===== src/rtl/riscv_pkg.sv =====
// ---------------------------------------------------------------------------
// riscv_pkg
// Shared integer-register-file defaults for the RISC-V datapath blocks.
//   RV_XLEN     : default data width in bits
//   RV_NREGS    : default architectural register count
//   RV_REG_ZERO : index of the hard-wired zero register (x0)
// ---------------------------------------------------------------------------
package riscv_pkg;

    localparam int RV_XLEN     = 32;
    localparam int RV_NREGS    = 32;
    localparam int RV_REG_ZERO = 0;

endpackage : riscv_pkg


===== src/rtl/regfile_scoreboard.sv =====
// ---------------------------------------------------------------------------
// regfile_scoreboard
// One busy bit per architectural register, marking a result that is still
// outstanding. An issue sets the destination's bit; a write with its clear
// flag releases the written register. The lookup ports see same-cycle
// clears, so a consumer can proceed in the cycle the producer writes back.
// Same-cycle sets are not visible until the next edge.
//
// Ports:
//   clk       : clock, state changes on rising edge
//   rst       : asynchronous active-high reset, drops every busy bit
//   set_valid : mark set_addr busy at the next edge
//   set_addr  : register being marked busy (AW bits)
//   clr_en    : per write port, clear the busy bit of clr_addr slice j
//   clr_addr  : per write port address, NWR*AW bits
//   rd_addr   : per lookup port address, NRD*AW bits
//   rd_busy   : per lookup port busy flag (with clear bypass)
// ---------------------------------------------------------------------------
module regfile_scoreboard
    import riscv_pkg::*;
#(
    parameter int NREGS = RV_NREGS,
    parameter int NWR   = 2,
    parameter int NRD   = 2,
    localparam int AW   = $clog2(NREGS)
) (
    input  logic              clk,
    input  logic              rst,
    input  logic              set_valid,
    input  logic [AW-1:0]     set_addr,
    input  logic [NWR-1:0]    clr_en,
    input  logic [NWR*AW-1:0] clr_addr,
    input  logic [NRD*AW-1:0] rd_addr,
    output logic [NRD-1:0]    rd_busy
);

    logic [NREGS-1:0] r_busy;
    logic [NREGS-1:0] w_clr_mask;
    logic [NREGS-1:0] w_set_mask;
    logic [NREGS-1:0] w_busy_nxt;

    always_comb begin
        w_clr_mask = '0;
        for (int j = 0; j < NWR; j++) begin
            if (clr_en[j]) begin
                w_clr_mask[clr_addr[j*AW +: AW]] = 1'b1;
            end
        end
    end

    always_comb begin
        w_set_mask = '0;
        if (set_valid) begin
            w_set_mask[set_addr] = 1'b1;
        end
    end

    // Set is applied after clear so a new producer issued in the same cycle
    // as the old one's writeback keeps the register busy. x0 is never busy.
    always_comb begin
        w_busy_nxt = (r_busy & ~w_clr_mask) | w_set_mask;
        w_busy_nxt[RV_REG_ZERO] = 1'b0;
    end

    always_ff @(posedge clk or posedge rst) begin
        if (rst) begin
            r_busy <= '0;
        end else begin
            r_busy <= w_busy_nxt;
        end
    end

    genvar gi;
    generate
        for (gi = 0; gi < NRD; gi++) begin : g_lookup
            logic [AW-1:0] w_ra;
            assign w_ra        = rd_addr[gi*AW +: AW];
            assign rd_busy[gi] = r_busy[w_ra] & ~w_clr_mask[w_ra];
        end
    endgenerate

endmodule : regfile_scoreboard


===== src/rtl/regfile_mp.sv =====
// ---------------------------------------------------------------------------
// regfile_mp
// Multi-ported integer register file with same-cycle write bypass and a
// busy-bit scoreboard for outstanding results. x0 reads as zero, ignores
// writes and is never busy. When several write ports hit one address, the
// highest-index (youngest) port wins, both for commit and for bypass.
//
// Ports:
//   clk       : clock, state changes on rising edge
//   rst       : asynchronous active-high reset, clears registers and busy
//   rs        : read addresses, port i in slice i (NRD*AW bits)
//   rdata     : combinational read data, port i in slice i (NRD*XLEN bits)
//   rbusy     : busy flag of each read address (same-cycle clears applied)
//   we        : write enables (NWR bits)
//   wa        : write addresses (NWR*AW bits)
//   wd        : write data (NWR*XLEN bits)
//   wclr      : on an enabled write, also clear the busy bit of wa[j]
//   iss_valid : an instruction issues with destination iss_rd
//   iss_rd    : destination register to mark busy
// ---------------------------------------------------------------------------
module regfile_mp
    import riscv_pkg::*;
#(
    parameter int XLEN  = RV_XLEN,
    parameter int NREGS = RV_NREGS,
    parameter int NRD   = 2,
    parameter int NWR   = 2,
    localparam int AW   = $clog2(NREGS)
) (
    input  logic                clk,
    input  logic                rst,
    input  logic [NRD*AW-1:0]   rs,
    output logic [NRD*XLEN-1:0] rdata,
    output logic [NRD-1:0]      rbusy,
    input  logic [NWR-1:0]      we,
    input  logic [NWR*AW-1:0]   wa,
    input  logic [NWR*XLEN-1:0] wd,
    input  logic [NWR-1:0]      wclr,
    input  logic                iss_valid,
    input  logic [AW-1:0]       iss_rd
);

    localparam logic [AW-1:0] ZERO_IDX = AW'(RV_REG_ZERO);

    logic [XLEN-1:0] r_regs [NREGS];
    logic [NWR-1:0]  w_clr_en;

    // Later loop iterations override earlier ones, so the highest-index
    // port's data is what lands on a colliding address.
    always_ff @(posedge clk or posedge rst) begin
        if (rst) begin
            for (int k = 0; k < NREGS; k++) begin
                r_regs[k] <= '0;
            end
        end else begin
            for (int j = 0; j < NWR; j++) begin
                if (we[j] && (wa[j*AW +: AW] != ZERO_IDX)) begin
                    r_regs[wa[j*AW +: AW]] <= wd[j*XLEN +: XLEN];
                end
            end
        end
    end

    genvar gi;
    generate
        for (gi = 0; gi < NRD; gi++) begin : g_rd
            logic [AW-1:0]   w_ra;
            logic [XLEN-1:0] w_rd;

            assign w_ra = rs[gi*AW +: AW];

            // Bypass scan runs low to high so the youngest matching write
            // is the one returned.
            always_comb begin
                w_rd = r_regs[w_ra];
                for (int j = 0; j < NWR; j++) begin
                    if (we[j] && (wa[j*AW +: AW] == w_ra)) begin
                        w_rd = wd[j*XLEN +: XLEN];
                    end
                end
                if (w_ra == ZERO_IDX) begin
                    w_rd = '0;
                end
            end

            assign rdata[gi*XLEN +: XLEN] = w_rd;
        end
    endgenerate

    assign w_clr_en = we & wclr;

    regfile_scoreboard #(
        .NREGS (NREGS),
        .NWR   (NWR),
        .NRD   (NRD)
    ) u_scoreboard (
        .clk       (clk),
        .rst       (rst),
        .set_valid (iss_valid),
        .set_addr  (iss_rd),
        .clr_en    (w_clr_en),
        .clr_addr  (wa),
        .rd_addr   (rs),
        .rd_busy   (rbusy)
    );

endmodule : regfile_mp


===== config.mk =====
export PLATFORM = sky130hd
export DESIGN_NAME = regfile_mp
export DESIGN_NICKNAME = d
export VERILOG_FILES = /design/src/rtl/riscv_pkg.sv /design/src/rtl/regfile_scoreboard.sv /design/src/rtl/regfile_mp.sv
export SDC_FILE = /design/constraint.sdc
export NUM_CORES = 2
export LEC_CHECK = 0
export CORE_ASPECT_RATIO = 0.6
export CORE_MARGIN = 4
export CORE_UTILIZATION = 30
export DETAILED_ROUTE_END_ITERATION = 16
export SLEW_MARGIN = 20
export SYNTH_ARGS = -nofsm -noshare
export SYNTH_HDL_FRONTEND = slang
export SYNTH_HIERARCHICAL = 1
export SYNTH_SLANG_ARGS = --single-unit

===== constraint.sdc =====
create_clock -name clk -period 44.2 [get_ports clk]
set_clock_uncertainty 0.2 [all_clocks]
set_input_delay 6.63 -clock clk [delete_from_list [all_inputs] [get_ports clk]]
set_output_delay 6.63 -clock clk [all_outputs]
set_load 0.01 [all_outputs]

==> out/qor.txt <==
number of synthesized flops with an enable pin = 0
main combinational cell family by area after synthesis = multiplexers
reg2reg end = r_regs[847]
final-report hold violation count = 0
Worst Setup End Kind = primary output
All-Layer GR Usage = 24.5%
vias in the first global route = 55,260
total congestion overflow = 0
worst hold path cell count = 0
Seq pwr share = 44.9%
slowest cell on the critical path = buf_4
Worst Hold Launch = r_regs[1019]
Min Clock Period, post-route = 19.10 ns
Avg Inst Size Synth = 10.3 um^2
most frequent cells in the layout = mux2i_1 (1,149), dfrtp_1 (1,055), a21oi_1 (612)
Clock Path Buffers = 3
Layout fillers = 22,155
critical path's most frequent cell = buf_4
maximum VDD drop = 41.1 uV
final instance area = 0.0745 mm^2
fin. max-slew vios = 0
Seq/Total Area, Yosys = 39.3%
area occupied by multi-input gates = 0.0376 mm^2
PwrDens = 42.7 mW/mm^2
cts bufs inserted = 103
largest area contributor in the netlist = dfrtp_1
first-pass GRT wire length = 417,000 um
synth top area cells = dfrtp_1 (39%), mux2i_1 (17%), mux4_2 (13%)
CTS root buf = clkbuf_16
DRT Pass-1 Iters = 8
Nets = 6,231
drt via density = 6.26
measured slew at the worst slew-check pin = 1.27 ns
startpoint class of the critical path = primary input
fmax = 52.4 MHz
CP peak stage delay = 0.82 ns
critical-path cell list = buf_8 > buf_12 > buf_4 > buf_4 > buf_4 > mux4_2 > a22o_1 > a211oi_1 > a21o_1 > o21ai_1 > clkdlybuf4s50_1
post-route core utilization = 33.4%
Reg area = 0.0264 mm^2
Logic pwr share = 26.0%
Main synth FF type = dfrtp_1
post-placement cell count = 9,019
Post-DRT Antenna Nets = 0
num ports = 162
Synth Area in Adders = 0%
Leak = 31.4 nW
switch share = 32.6%
total wire length = 295,000 um
reg2reg start = r_regs[847]
Mapped Area = 0.0673 mm^2
Rows = 134
commonest non-fill, non-tap cell in the layout = mux2i_1
outcome = finished, final reports clean
CP Class = primary input to primary output
Power Internal = 2.14 mW
clk_lat worst skew = 0.73 ns
Synth Instances = 6,519
area grow syn2layout = 10.7%
crit path DAT = 12.27 ns
largest net degree at the start of global routing = 129
1st-iter DRT viols = 8,976
WP data required = 37.37 ns
multiplexer area fraction after synthesis = 30.7%
Final TNS setup = 0 ns
via count = 57,640
syn_nets = 6,615
Sink Count = 1,055
Switch Pwr = 1.04 mW
post-synthesis xor/xnor area fraction = 0.260%
Die ar. = 0.232 mm^2
ys async rst share = 100%
hold crit path type = flop to flop
cts repair resizes = 0
CP max FO = 87
Hold Path Sink = r_regs[1019]
count of warnings emitted by yosys = 6
DR WL/cell = 32.0 um
total power = 3.18 mW
drc violations = 0
share of the synthesized area in the top cell type = 39.3%
CORE AREA = 0.223 mm^2
Final Non-Filler Cells = 9,212
port bufs = 161
endpoints failing setup = 0
R2R Setup Slk = 43.12 ns
CTS tree = done
DIE WIDTH = 619 um
Setup Buffers After CTS = 0
count of state elements after synthesis = 1,055
reg2reg path depth = 2
H-Tree Depth = 3
crit share post-route = 43.2%
max-cap viol count = 0
Netlist cell types = 81
hpwl dp = 161,000 um
worst slack, placed = 25.10 ns
clock share of power = 29.2%
die height = 375 um
routability cong. = 0.870
Initial Util = 30.2%
Reg clk slew, reported paths = 0.06 ns
RSZ-0062 raised after global routing = false
Synth Area in Compound Gates = 16.3%
final worst setup slack = 25.10 ns
layout cells sized above 1 = 14.0%
antenna violations before repair = 9
Post-CTS Hold Fix Bufs = 0
Relative slew margins = 15.6%
final hold slack = 0.197 ns
Post-Synth Simple-Gate Area = 7.86%
placed inst area = 0.0710 mm^2
-- routing by layer --
| layer | global-route usage, % | up-vias | part of all wire [%] | wire length, um |
|---|---|---|---|---|
| li1 | - | 23414 | - | - |
| met4 | 10.5 | 0 | 4.9 | 14300 |
| met1 | 33.4 | 28950 | 40 | 117000 |
| met5 | 0 | - | 0 | 0 |
| met2 | 33.9 | 4469 | 41 | 121000 |
| met3 | 9.83 | 807 | 15 | 42800 |
-- cells in the mapped netlist, types with 8 or more instances --
| cell type | count |
|---|---|
| mux2i_1 | 1149 |
| dfrtp_1 | 1055 |
| a21oi_1 | 613 |
| nor2_1 | 595 |
| clkbuf_1 | 573 |
| nand2_1 | 514 |
| o21ai_0 | 440 |
| mux4_2 | 394 |
| a32oi_1 | 141 |
| buf_2 | 135 |
| o221ai_1 | 101 |
| a211oi_1 | 91 |
| a22o_1 | 90 |
| a22oi_1 | 81 |
| buf_1 | 60 |
| o21ai_1 | 47 |
| o22ai_1 | 42 |
| buf_4 | 40 |
| and3_1 | 36 |
| a21o_1 | 30 |
| a221o_1 | 30 |
| clkbuf_2 | 25 |
| inv_1 | 15 |
| nor2b_1 | 13 |
| nand2b_1 | 11 |
| xnor2_1 | 11 |
| nand3_1 | 10 |
| buf_6 | 9 |
| xor2_1 | 9 |
| mux4_1 | 8 |
| nor3b_1 | 8 |
-- state kept, by name, indices dropped and copies added (netlist names) --
name and cells:
r_regs 1024, u_scoreboard/r_busy 31
-- layout make-up --
cell class / count / area share, %
multi-input combinational: 4599 / 50.5
sequential: 1055 / 35.5
tap: 2992 / 5.03
timing repair buffer: 361 / 4.36
clock buffer: 161 / 4.13
clock inverter: 22 / 0.390
inverter: 15 / 0.0857
antenna: 7 / 0.0235
-- cells by family (layout without fill, tap and decap cells) --
kind of cell | after synthesis | in the layout
xor+xnor | 20 | 20
flops | 1055 | 1055
simple gates | 1265 | 1265
mux | 1556 | 1556
buf+inv | 865 | 559
other cells | 0 | 7
compound gates | 1758 | 1758
-- worst max path at each step --
stage,end,cells after the start,from,slack [ns]
2_1_floorplan,r_regs[0],1,rst,8.55
3_3_place_gp,rdata[51],11,rs[5],25.16
3_5_place_dp,rdata[51],11,rs[5],25.10
4_1_cts,rdata[51],11,rs[5],25.11
5_1_grt,rdata[51],11,rs[5],24.82
6_report,rdata[51],11,rs[5],25.10
-- power by group through the flow --
stage,clock [mW],sequential [mW],combinational [mW]
6_report,0.928,1.43,0.826
5_1_grt,0.969,1.45,0.893
4_1_cts,0.932,1.41,0.817
3_5_place_dp,0,1.43,0.817
3_3_place_gp,0,1.41,0.790
2_1_floorplan,0,1.36,0.617
-- worst max-delay path, delay by kind of cell --
kind / cells / cell delay, ns
buffers and inverters: 6 / 3.86
AOI/OAI and AO/OA: 4 / 0.85
muxes: 1 / 0.59
No activity file was read; power rests on OpenSTA's default activity.
